--- src/rtl/lsu_ctrl_if.sv ---
// lsu_ctrl_if: pipeline request/response and memory-bus signals of lsu_ctrl
interface lsu_ctrl_if #(
   parameter int D_WIDTH = 32,
   parameter int A_WIDTH = 32
);
   logic               req_valid;
   logic               req_ready;
   logic               req_we;
   logic [2:0]         req_funct3;
   logic [A_WIDTH-1:0] req_addr;
   logic [D_WIDTH-1:0] req_wdata;
   logic               rsp_valid;
   logic [D_WIDTH-1:0] rsp_rdata;
   logic               rsp_err;
   logic               mem_req;
   logic               mem_gnt;
   logic [A_WIDTH-1:0] mem_addr;
   logic               mem_we;
   logic [3:0]         mem_be;
   logic [D_WIDTH-1:0] mem_wdata;
   logic               mem_rvalid;
   logic [D_WIDTH-1:0] mem_rdata;
   // master: the pipeline and memory around the controller; slave: lsu_ctrl itself
   modport master (
      output req_valid, req_we, req_funct3, req_addr, req_wdata, mem_gnt, mem_rvalid, mem_rdata,
      input  req_ready, rsp_valid, rsp_rdata, rsp_err, mem_req, mem_addr, mem_we, mem_be, mem_wdata
   );
   modport slave (
      input  req_valid, req_we, req_funct3, req_addr, req_wdata, mem_gnt, mem_rvalid, mem_rdata,
      output req_ready, rsp_valid, rsp_rdata, rsp_err, mem_req, mem_addr, mem_we, mem_be, mem_wdata
   );
endinterface

--- src/rtl/lsu_ctrl.sv ---
// lsu_ctrl: RV32I load/store controller; define LSU_MISALIGNED_SPLIT_EN to split misaligned accesses into two word accesses
module lsu_ctrl #(
   parameter int D_WIDTH = 32,
   parameter int A_WIDTH = 32
) (
   input logic       clk,
   input logic       rst_n,
   lsu_ctrl_if.slave bus
);
   typedef enum logic [2:0] {IDLE, REQ0, WAIT0, REQ1, WAIT1, RESP} state_t;
   state_t               state_q;
   logic                 we_q;
   logic                 split_q;
   logic [2:0]           f3_q;
   logic [1:0]           off_q;
   logic [A_WIDTH-1:0]   waddr_q;
   logic [3:0]           be_hi_q;
   logic [D_WIDTH-1:0]   wd_hi_q;
   logic [D_WIDTH-1:0]   word0_q;
   logic                 mem_req_q;
   logic                 mem_we_q;
   logic [A_WIDTH-1:0]   mem_addr_q;
   logic [3:0]           mem_be_q;
   logic [D_WIDTH-1:0]   mem_wdata_q;
   logic                 rsp_valid_q;
   logic                 rsp_err_q;
   logic [D_WIDTH-1:0]   rsp_rdata_q;
   logic [2:0]           req_sz;
   logic                 req_bad;
   logic                 req_split;
   logic                 req_err;
   logic [7:0]           req_be;
   logic [2*D_WIDTH-1:0] req_wd;
`ifndef LSU_MISALIGNED_SPLIT_EN
   logic                 req_mis;
`endif

   // Pick the addressed byte/half/word out of the two-word window {word1,word0} and extend it
   function automatic logic [D_WIDTH-1:0] load_ext(input logic [2:0] f3, input logic [1:0] off, input logic [2*D_WIDTH-1:0] win);
      logic [D_WIDTH-1:0] s;
      s = D_WIDTH'(win >> {off, 3'b000});
      return f3[1] ? s
           : f3[0] ? {{(D_WIDTH-16){s[15] & ~f3[2]}}, s[15:0]}
           : {{(D_WIDTH-8){s[7] & ~f3[2]}}, s[7:0]};
   endfunction

   // Decode the incoming request: size, legality, split need and 64-bit lane-aligned enables/data
   always_comb begin
      req_sz    = bus.req_funct3[1] ? 3'd4 : bus.req_funct3[0] ? 3'd2 : 3'd1;
      req_bad   = (bus.req_funct3[1:0] == 2'b11) || (bus.req_funct3[2] && (bus.req_funct3[1] || bus.req_we));
      req_split = ({1'b0, bus.req_addr[1:0]} + req_sz) > 3'd4;
      req_be    = {4'b0000, bus.req_funct3[1] ? 4'b1111 : bus.req_funct3[0] ? 4'b0011 : 4'b0001} << bus.req_addr[1:0];
      req_wd    = {{D_WIDTH{1'b0}}, bus.req_wdata} << {bus.req_addr[1:0], 3'b000};
`ifdef LSU_MISALIGNED_SPLIT_EN
      req_err   = req_bad;
`else
      req_mis   = (bus.req_funct3[0] && bus.req_addr[0]) || (bus.req_funct3[1] && bus.req_addr[1:0] != 2'b00);
      req_err   = req_bad || req_mis;
`endif
   end

   // Access sequencer; every bus and response output is a register updated here
   always_ff @(posedge clk or negedge rst_n) begin
      if (!rst_n) begin
         state_q     <= IDLE;
         we_q        <= 1'b0;
         split_q     <= 1'b0;
         f3_q        <= '0;
         off_q       <= '0;
         waddr_q     <= '0;
         be_hi_q     <= '0;
         wd_hi_q     <= '0;
         word0_q     <= '0;
         mem_req_q   <= 1'b0;
         mem_we_q    <= 1'b0;
         mem_addr_q  <= '0;
         mem_be_q    <= '0;
         mem_wdata_q <= '0;
         rsp_valid_q <= 1'b0;
         rsp_err_q   <= 1'b0;
         rsp_rdata_q <= '0;
      end else begin
         rsp_valid_q <= 1'b0;
         rsp_err_q   <= 1'b0;
         rsp_rdata_q <= '0;
         case (state_q)
            IDLE: if (bus.req_valid) begin
               we_q    <= bus.req_we;
               split_q <= req_split;
               f3_q    <= bus.req_funct3;
               off_q   <= bus.req_addr[1:0];
               waddr_q <= {bus.req_addr[A_WIDTH-1:2], 2'b00};
               be_hi_q <= bus.req_we ? req_be[7:4] : 4'b0000;
               wd_hi_q <= bus.req_we ? req_wd[2*D_WIDTH-1:D_WIDTH] : '0;
               if (req_err) begin
                  state_q     <= RESP;
                  rsp_valid_q <= 1'b1;
                  rsp_err_q   <= 1'b1;
               end else begin
                  state_q     <= REQ0;
                  mem_req_q   <= 1'b1;
                  mem_addr_q  <= {bus.req_addr[A_WIDTH-1:2], 2'b00};
                  mem_we_q    <= bus.req_we;
                  mem_be_q    <= bus.req_we ? req_be[3:0] : 4'b0000;
                  mem_wdata_q <= bus.req_we ? req_wd[D_WIDTH-1:0] : '0;
               end
            end
            REQ0, REQ1: if (bus.mem_gnt) begin
               state_q   <= (state_q == REQ0) ? WAIT0 : WAIT1;
               mem_req_q <= 1'b0;
               mem_we_q  <= 1'b0;
               mem_be_q  <= '0;
            end
            WAIT0: if (bus.mem_rvalid) begin
               word0_q <= bus.mem_rdata;
               if (split_q) begin
                  state_q     <= REQ1;
                  mem_req_q   <= 1'b1;
                  mem_addr_q  <= waddr_q + A_WIDTH'(4);
                  mem_we_q    <= we_q;
                  mem_be_q    <= be_hi_q;
                  mem_wdata_q <= wd_hi_q;
               end else begin
                  state_q     <= RESP;
                  rsp_valid_q <= 1'b1;
                  rsp_rdata_q <= we_q ? '0 : load_ext(f3_q, off_q, {{D_WIDTH{1'b0}}, bus.mem_rdata});
               end
            end
            WAIT1: if (bus.mem_rvalid) begin
               state_q     <= RESP;
               rsp_valid_q <= 1'b1;
               rsp_rdata_q <= we_q ? '0 : load_ext(f3_q, off_q, {bus.mem_rdata, word0_q});
            end
            default: state_q <= IDLE;
         endcase
      end
   end

   assign bus.req_ready = (state_q == IDLE);
   assign bus.rsp_valid = rsp_valid_q;
   assign bus.rsp_err   = rsp_err_q;
   assign bus.rsp_rdata = rsp_rdata_q;
   assign bus.mem_req   = mem_req_q;
   assign bus.mem_addr  = mem_addr_q;
   assign bus.mem_we    = mem_we_q;
   assign bus.mem_be    = mem_be_q;
   assign bus.mem_wdata = mem_wdata_q;
endmodule
--- src/flat_wrapper.sv ---
// flat-port wrapper written by rule: the top's interface ports become plain ports
module lsu_ctrl_flat 
#(
   parameter int D_WIDTH = 32,
   parameter int A_WIDTH = 32
)
  (clk, rst_n, bus_req_valid, bus_req_we, bus_req_funct3, bus_req_addr, bus_req_wdata, bus_mem_gnt, bus_mem_rvalid, bus_mem_rdata, bus_req_ready, bus_rsp_valid, bus_rsp_rdata, bus_rsp_err, bus_mem_req, bus_mem_addr, bus_mem_we, bus_mem_be, bus_mem_wdata);
  lsu_ctrl_if #(.D_WIDTH(D_WIDTH), .A_WIDTH(A_WIDTH)) bus_i ();
  input logic clk;
  input logic rst_n;
  input wire logic [$bits(bus_i.req_valid)-1:0] bus_req_valid;
  input wire logic [$bits(bus_i.req_we)-1:0] bus_req_we;
  input wire logic [$bits(bus_i.req_funct3)-1:0] bus_req_funct3;
  input wire logic [$bits(bus_i.req_addr)-1:0] bus_req_addr;
  input wire logic [$bits(bus_i.req_wdata)-1:0] bus_req_wdata;
  input wire logic [$bits(bus_i.mem_gnt)-1:0] bus_mem_gnt;
  input wire logic [$bits(bus_i.mem_rvalid)-1:0] bus_mem_rvalid;
  input wire logic [$bits(bus_i.mem_rdata)-1:0] bus_mem_rdata;
  output wire logic [$bits(bus_i.req_ready)-1:0] bus_req_ready;
  output wire logic [$bits(bus_i.rsp_valid)-1:0] bus_rsp_valid;
  output wire logic [$bits(bus_i.rsp_rdata)-1:0] bus_rsp_rdata;
  output wire logic [$bits(bus_i.rsp_err)-1:0] bus_rsp_err;
  output wire logic [$bits(bus_i.mem_req)-1:0] bus_mem_req;
  output wire logic [$bits(bus_i.mem_addr)-1:0] bus_mem_addr;
  output wire logic [$bits(bus_i.mem_we)-1:0] bus_mem_we;
  output wire logic [$bits(bus_i.mem_be)-1:0] bus_mem_be;
  output wire logic [$bits(bus_i.mem_wdata)-1:0] bus_mem_wdata;
  assign bus_i.req_valid = bus_req_valid;
  assign bus_i.req_we = bus_req_we;
  assign bus_i.req_funct3 = bus_req_funct3;
  assign bus_i.req_addr = bus_req_addr;
  assign bus_i.req_wdata = bus_req_wdata;
  assign bus_i.mem_gnt = bus_mem_gnt;
  assign bus_i.mem_rvalid = bus_mem_rvalid;
  assign bus_i.mem_rdata = bus_mem_rdata;
  assign bus_req_ready = bus_i.req_ready;
  assign bus_rsp_valid = bus_i.rsp_valid;
  assign bus_rsp_rdata = bus_i.rsp_rdata;
  assign bus_rsp_err = bus_i.rsp_err;
  assign bus_mem_req = bus_i.mem_req;
  assign bus_mem_addr = bus_i.mem_addr;
  assign bus_mem_we = bus_i.mem_we;
  assign bus_mem_be = bus_i.mem_be;
  assign bus_mem_wdata = bus_i.mem_wdata;
  lsu_ctrl #(.D_WIDTH(D_WIDTH), .A_WIDTH(A_WIDTH)) u_core (.clk(clk), .rst_n(rst_n), .bus(bus_i));
endmodule
--- config.mk ---
export PLATFORM = sky130hd
export DESIGN_NAME = lsu_ctrl_flat
export DESIGN_NICKNAME = d
export VERILOG_FILES = /design/src/rtl/lsu_ctrl_if.sv /design/src/rtl/lsu_ctrl.sv /design/src/flat_wrapper.sv
export SDC_FILE = /design/constraint.sdc
export NUM_CORES = 1
export LEC_CHECK = 0
export ABC_AREA = 1
export CAP_MARGIN = 20
export CORE_UTILIZATION = 57
export DETAILED_ROUTE_END_ITERATION = 8
export GPL_TIMING_DRIVEN = 0
export PLACE_DENSITY = 0.95
export SETUP_SLACK_MARGIN = 0.2
export SYNTH_ARGS = -nofsm -noshare
export SYNTH_HDL_FRONTEND = slang
export SYNTH_SLANG_ARGS = --single-unit
--- constraint.sdc ---
create_clock -name clk -period 4.2 [get_ports clk]
set_input_delay 0.84 -clock clk [delete_from_list [all_inputs] [get_ports clk]]
set_output_delay 0.84 -clock clk [all_outputs]
set_load 0.01 [all_outputs]
## After elaboration in Yosys (flattened, before gate mapping)

Cells that the tools add are included.
W data, S select, Z words.

- Register bits: 212
- Input bits: 105
- Output and inout bits: 105

- Add/subtract/negate cells: 2
- Magnitude comparators: 1
- Equality and inequality tests: 11
- Shift-type cells: 4
- Muxes and demuxes: 60
- Bitwise operators: 5
- Reductions and logical operators: 17

Operators with widths:

| operator | count |
|---|---|
| $mux W32 | 19 |
| $pmux W32 S2 | 3 |
| $shl A32 B5 Y64 | 1 |
| $shr A64 B5 Y32 | 1 |
| $add A32 B3 Y32 const B | 1 |
| $mux W4 | 8 |
| $shr A32 B5 Y32 | 1 |
| $mux W3 | 8 |
| $mux W1 | 15 |
| $pmux W3 S4 | 1 |
| $pmux W4 S3 | 1 |
| $ne A2 B2 Y1 const B | 5 |
| $pmux W1 S3 | 3 |
| $shl A4 B2 Y8 | 1 |
| $eq A3 B2 Y1 const B | 2 |
| $reduce_and A6 Y1 | 1 |
| $reduce_and A5 Y1 | 1 |
| $and A1 B1 Y1 | 4 |
| $logic_or A1 B1 Y1 | 4 |
| $mux W2 | 2 |
| $reduce_and A2 Y1 | 2 |
| $reduce_and A4 Y1 | 1 |
| $reduce_bool A2 Y1 | 2 |
| $add A2 B3 Y3 | 1 |
| 10 further kinds | 12 |

## Longest topological paths before layout

- Word-level depth: 8
- Gate-level depth with buffers: 10
- Depth with buffers taken out: 10

## Worst setup path after synthesis

OpenSTA, ideal clock, no wires.

- Path kind: input to register
- Start point: input bus_req_funct3[1]
- End point: register u_core.split_q
- Library setup time: 0.131 ns
- Arrival time: 1.888 ns
- Required time: 4.069 ns
- Setup slack: 2.182 ns
- Stages on the path: 9
- Cell sequence: inv_1 nand2_1 inv_1 ha_1 inv_1 fa_1 nand2_1 nand3_1 o21ai_0

- Longest elaborated chain between the ends: 3

Ends and longest elaborated chain:

| item | line | text |
|---|---|---|
| start, declared | flat_wrapper.sv:13 | `input wire logic [$bits(bus_i.req_funct3)-1:0] bus_req_funct3;` |
| $mux W3 | lsu_ctrl.sv:49 | `req_sz = bus.req_funct3[1] ? 3'd4 : bus.req_funct3[0] ? 3'd2 : 3'd1;` |
| $add A2 B3 Y3 | lsu_ctrl.sv:51 | `req_split = ({1'b0, bus.req_addr[1:0]} + req_sz) > 3'd4;` |
| $gt A3 B3 Y1 | lsu_ctrl.sv:51 |  |
| end signal, assigned | lsu_ctrl.sv:89 | `split_q <= req_split;` |
| end, declared | lsu_ctrl.sv:13 | `logic split_q;` |

No other way between the ends.
A chain may end at the register's enable or synchronous reset.

## Final worst setup path

- Start point: register u_core.state_q[2]
- End point: output bus_req_ready

- Longest elaborated chain between the ends: 1

Ends and longest elaborated chain:

| item | line | text |
|---|---|---|
| start, declared | lsu_ctrl.sv:11 | `state_t state_q;` |
| start signal, assigned | lsu_ctrl.sv:109 | `state_q <= (state_q == REQ0) ? WAIT0 : WAIT1;` |
| $logic_not A3 Y1 | lsu_ctrl.sv:139 | `assign bus.req_ready = (state_q == IDLE);` |
| end, declared | flat_wrapper.sv:19 | `output wire logic [$bits(bus_i.req_ready)-1:0] bus_req_ready;` |

No other way between the ends.

==> impl_metrics.csv <==
group,metric,value,unit
status,status,"finished, final reports clean",
drt,drtAntennaViolNets,0,
placement,dpl.cell_count,2084,
placement,dp_hpwl,31120,um
die,fp.dieH,142.7,um
placement,place_ws,1146,ps
global_route,grt_overflow,0,
critical_path,cp_slowest_cell,"clkdlybuf4s50_1",
die,dieArea,20350,um^2
global_route,grt_pass1_wl,66160,um
clock_tree,cts_inserted_buffers,23,
clock_tree,htree_levels,1,
cells_and_area,fillers,1465,
global_route,grt_max_degree,120,
clock_tree,cts_setup_buffers,0,
clock_tree,holdBufCountCts,0,
power_and_ir_drop,power_density,720.6,nW/um^2
drt,via_per_inst,6.080,
critical_path,cp_cell_sequence,"nor2_4 > nand2_2 > inv_1 > clkdlybuf4s50_1",
clock_tree,post_cts_resized,0,
critical_path,crit_arrival,2000,ps
sta,tns,0,ps
global_route,grt.total_usage,0.4294,
drt,num_vias,12930,
sta,worst_slack,1362,ps
clock_tree,clock-root-buffer,"clkbuf_16",
global_route,met2_usage,0.6961,
cells_and_area,finalNetCount,1953,
synth,ys_top_cells_by_area,"dfrtp_1 45%, nand2_1 19%, o21ai_0 10%, nand3_1 4.7%, nor2_1 4.7%",
drt,drt_iter0_drc,1712,
sta,layout_min_cycle_time,2838,ps
power_and_ir_drop,comb_power_share,0.472,
sta,hold_violations,0,
placement,place.gp.congestion,1.033,
synth,syn_inst,1610,
die,pin_count,210,
global_route,busiest_layer,"met2",
synth,avgSynthCellArea,7.006,um^2
global_route,grt_antenna_before_repair,0,
clock_tree,cts_tree,"yes",
sta,finClkSkew,20.71,ps
critical_path,worstPathMaxFanout,7,
die,core,19400,um^2
cells_and_area,synthToLayoutAreaGrowth,29.10,%
synth,ys_seq_elements,201,
cells_and_area,seq_area,5030,um^2
job,drv_cap,0,
global_route,met1_usage,0.5308,
min_path,hp-class,"input port to async pin",
synth,ys_async_sr_fraction,1.000,
die,fp-row-count,51,
power_and_ir_drop,pwr-share-seq,0.314,
global_route,met3_usage,0.08551,
sta,rsz0062_at_grt,"false",
drt,drcViolationCount,0,
synth,synth_ff_type,"dfrtp_1",
power_and_ir_drop,ir_drop,509.1,uV
synth,synth_top_area_share,0.4459,
critical_path,crit_required,3360,ps
critical_path,cp.buffers_inverters,2,
clock_tree,clock_path_buffers,3,
cells_and_area,drive_above_1_share,0.05750,
clock_tree,cts.sink_count,201,
critical_path,startpoint_type,"flip-flop",
cells_and_area,diodes,0,
sta,worstMarginPinSlew,850.3,ps
critical_path,worstSetupPathType,"flip-flop to output port",
critical_path,slowest_delay,600,ps
power_and_ir_drop,intPower,5.858,mW
global_route,grt_pass1_vias,12390,
die,die_w,142.7,um
synth,ys_types,32,
power_and_ir_drop,swShare,0.4417,
clock_tree,insertion_delay,530,ps
critical_path,critPathTopFamily,"buffers and inverters",
cells_and_area,multi_input_area,5373,um^2
drt,drt-total-wl,43120,um
synth,synth_edf_count,0,
synth,yosys_warnings,0,
synth,yosysSeqAreaShare,0.4459,
drt,firstDrtPassIters,7,
cells_and_area,fin_cells,2126,
die,initial_core_util,0.5815,
synth,yosysTopAreaCell,"dfrtp_1",
sta,fin_crit_sh,0.6758,
sta,maxSlewHeadroom,0.4331,
synth,syn-cell-area,11280,um^2
critical_path,critPathCaptureType,"output port",
sta,finalMaxSlewViolations,0,
power_and_ir_drop,p_switching,4.635,mW
placement,numPortBuffers,207,
sta,timing.fmax,0.3523,GHz
power_and_ir_drop,p_clk_frac,0.214,
drt,wl_per_cell,20.28,um
power_and_ir_drop,power.leakage,6.871,nW
clock_tree,clk_pin_slew_worst_paths,70,ps
sta,setup_viol,0,
-- state kept, by name, summed over array words and instances, names as in the netlist, 4 cells and up --
register,cells
u_core.bus.mem_be,4
u_core.bus.mem_wdata,32
u_core.word0_q,32
u_core.bus.rsp_rdata,32
u_core.waddr_q,30
u_core.wd_hi_q,24
u_core.bus.mem_addr,30
-- metrics by stage --
step	total power, mW	hold slack [ps]	cell area, um^2	util
floorplan	5.934	449.5	11280	-
global placement	7.843	461.5	13690	0.7056
detailed placement	7.992	464.8	13720	0.7072
CTS	10.28	339.6	14560	0.7506
global route	11.00	355.7	14560	0.7506
finish	10.49	300.8	14560	0.7506
-- cell families after synthesis --
family / count (synthesis) / share of synthesized area
simple gates: 866 / 0.3113
compound gates: 311 / 0.1468
buf+inv: 214 / 0.07809
flops: 201 / 0.4459
mux: 11 / 0.01098
fa+ha+maj: 4 / 0.005103
xor+xnor: 2 / 0.001553
other cells: 1 / 0.0003325
-- cells in the mapped netlist, types with 2 or more instances --
master and count:
nand2_1 576, clkbuf_1 51, nand2_2 5, mux2_2 11, o211ai_1 8, inv_2 5
nor2_4 2, nand4_1 30, nand3_1 107, ha_1 3, o21ai_0 230, o31ai_1 9
a22oi_1 8, buf_4 12, a21oi_1 38, dfrtp_1 201, nor2_1 142, or2_2 2
inv_1 118, o22ai_1 12, o32ai_1 5, buf_2 25
-- worst register-to-register path: stages (launching register included) --
cell     delay, ps
dfrtp_1        460
nor2_1         290
nand4_1        450
a21oi_1        560
buf_2          350
nand2_1         80
o21ai_0        130
-- layout by cell type (no fill, tap or decap), drive strengths merged --
master         count
nand2            581
o21ai            230
clkdlybuf4s50    206
dfrtp            201
nor2             144
inv              124
nand3            108
clkbuf            80
buf               40
a21oi             38
nand4             30
o22ai             12
mux2              11
o31ai              9
o211ai             8
a22oi              8
o32ai              5
bufinv             5
clkinv             5
clkinvlp           4
ha                 3
or2                2
conb               2
nor3               1
o21bai             1
xor2               1
xnor2              1
fa                 1
-- power by group through the flow --
stage                     sequential, mW  combinational (mW)  clock, mW
after floorplan                     3.29                2.64          0
after global placement              3.24                4.60          0
after detailed placement            3.26                4.73          0
after CTS                           3.25                4.80       2.24
after global routing                3.35                5.33       2.32
final                               3.29                4.95       2.25
-- worst paths after layout --
path                                          startpoint                        to  slack [ps]  cells past startpoint
max in group asynchronous                          rst_n   u_core.bus.mem_addr[15]        2880                      2
min in group clk                u_core.bus.mem_wdata[28]  u_core.bus.mem_wdata[28]         480                      2
worst max-delay path                   u_core.state_q[2]             bus_req_ready        1360                      4
worst min register to register  u_core.bus.mem_wdata[28]  u_core.bus.mem_wdata[28]         480                      2
worst max register to register         u_core.state_q[1]  u_core.bus.rsp_rdata[15]        1750                      6
worst min-delay path                               rst_n        u_core.word0_q[25]         300                      1
-- per-layer routing --
layer	part of all wire	vias up
met4	0.066	0
li1	-	5683
met1	0.36	5874
met3	0.12	245
met2	0.45	1125
met5	0	-
-- layout make-up --
type                    count  area share
inverters                 125     0.03231
well taps                 265     0.02277
multi-input cells        1196      0.3690
repair buffers            208      0.1445
plain buffers              89     0.02818
clock buffers              29     0.04382
clock inverters            13     0.01401
flip-flops and latches    201      0.3454
Note: power is estimated with default switching activity, not from simulation.
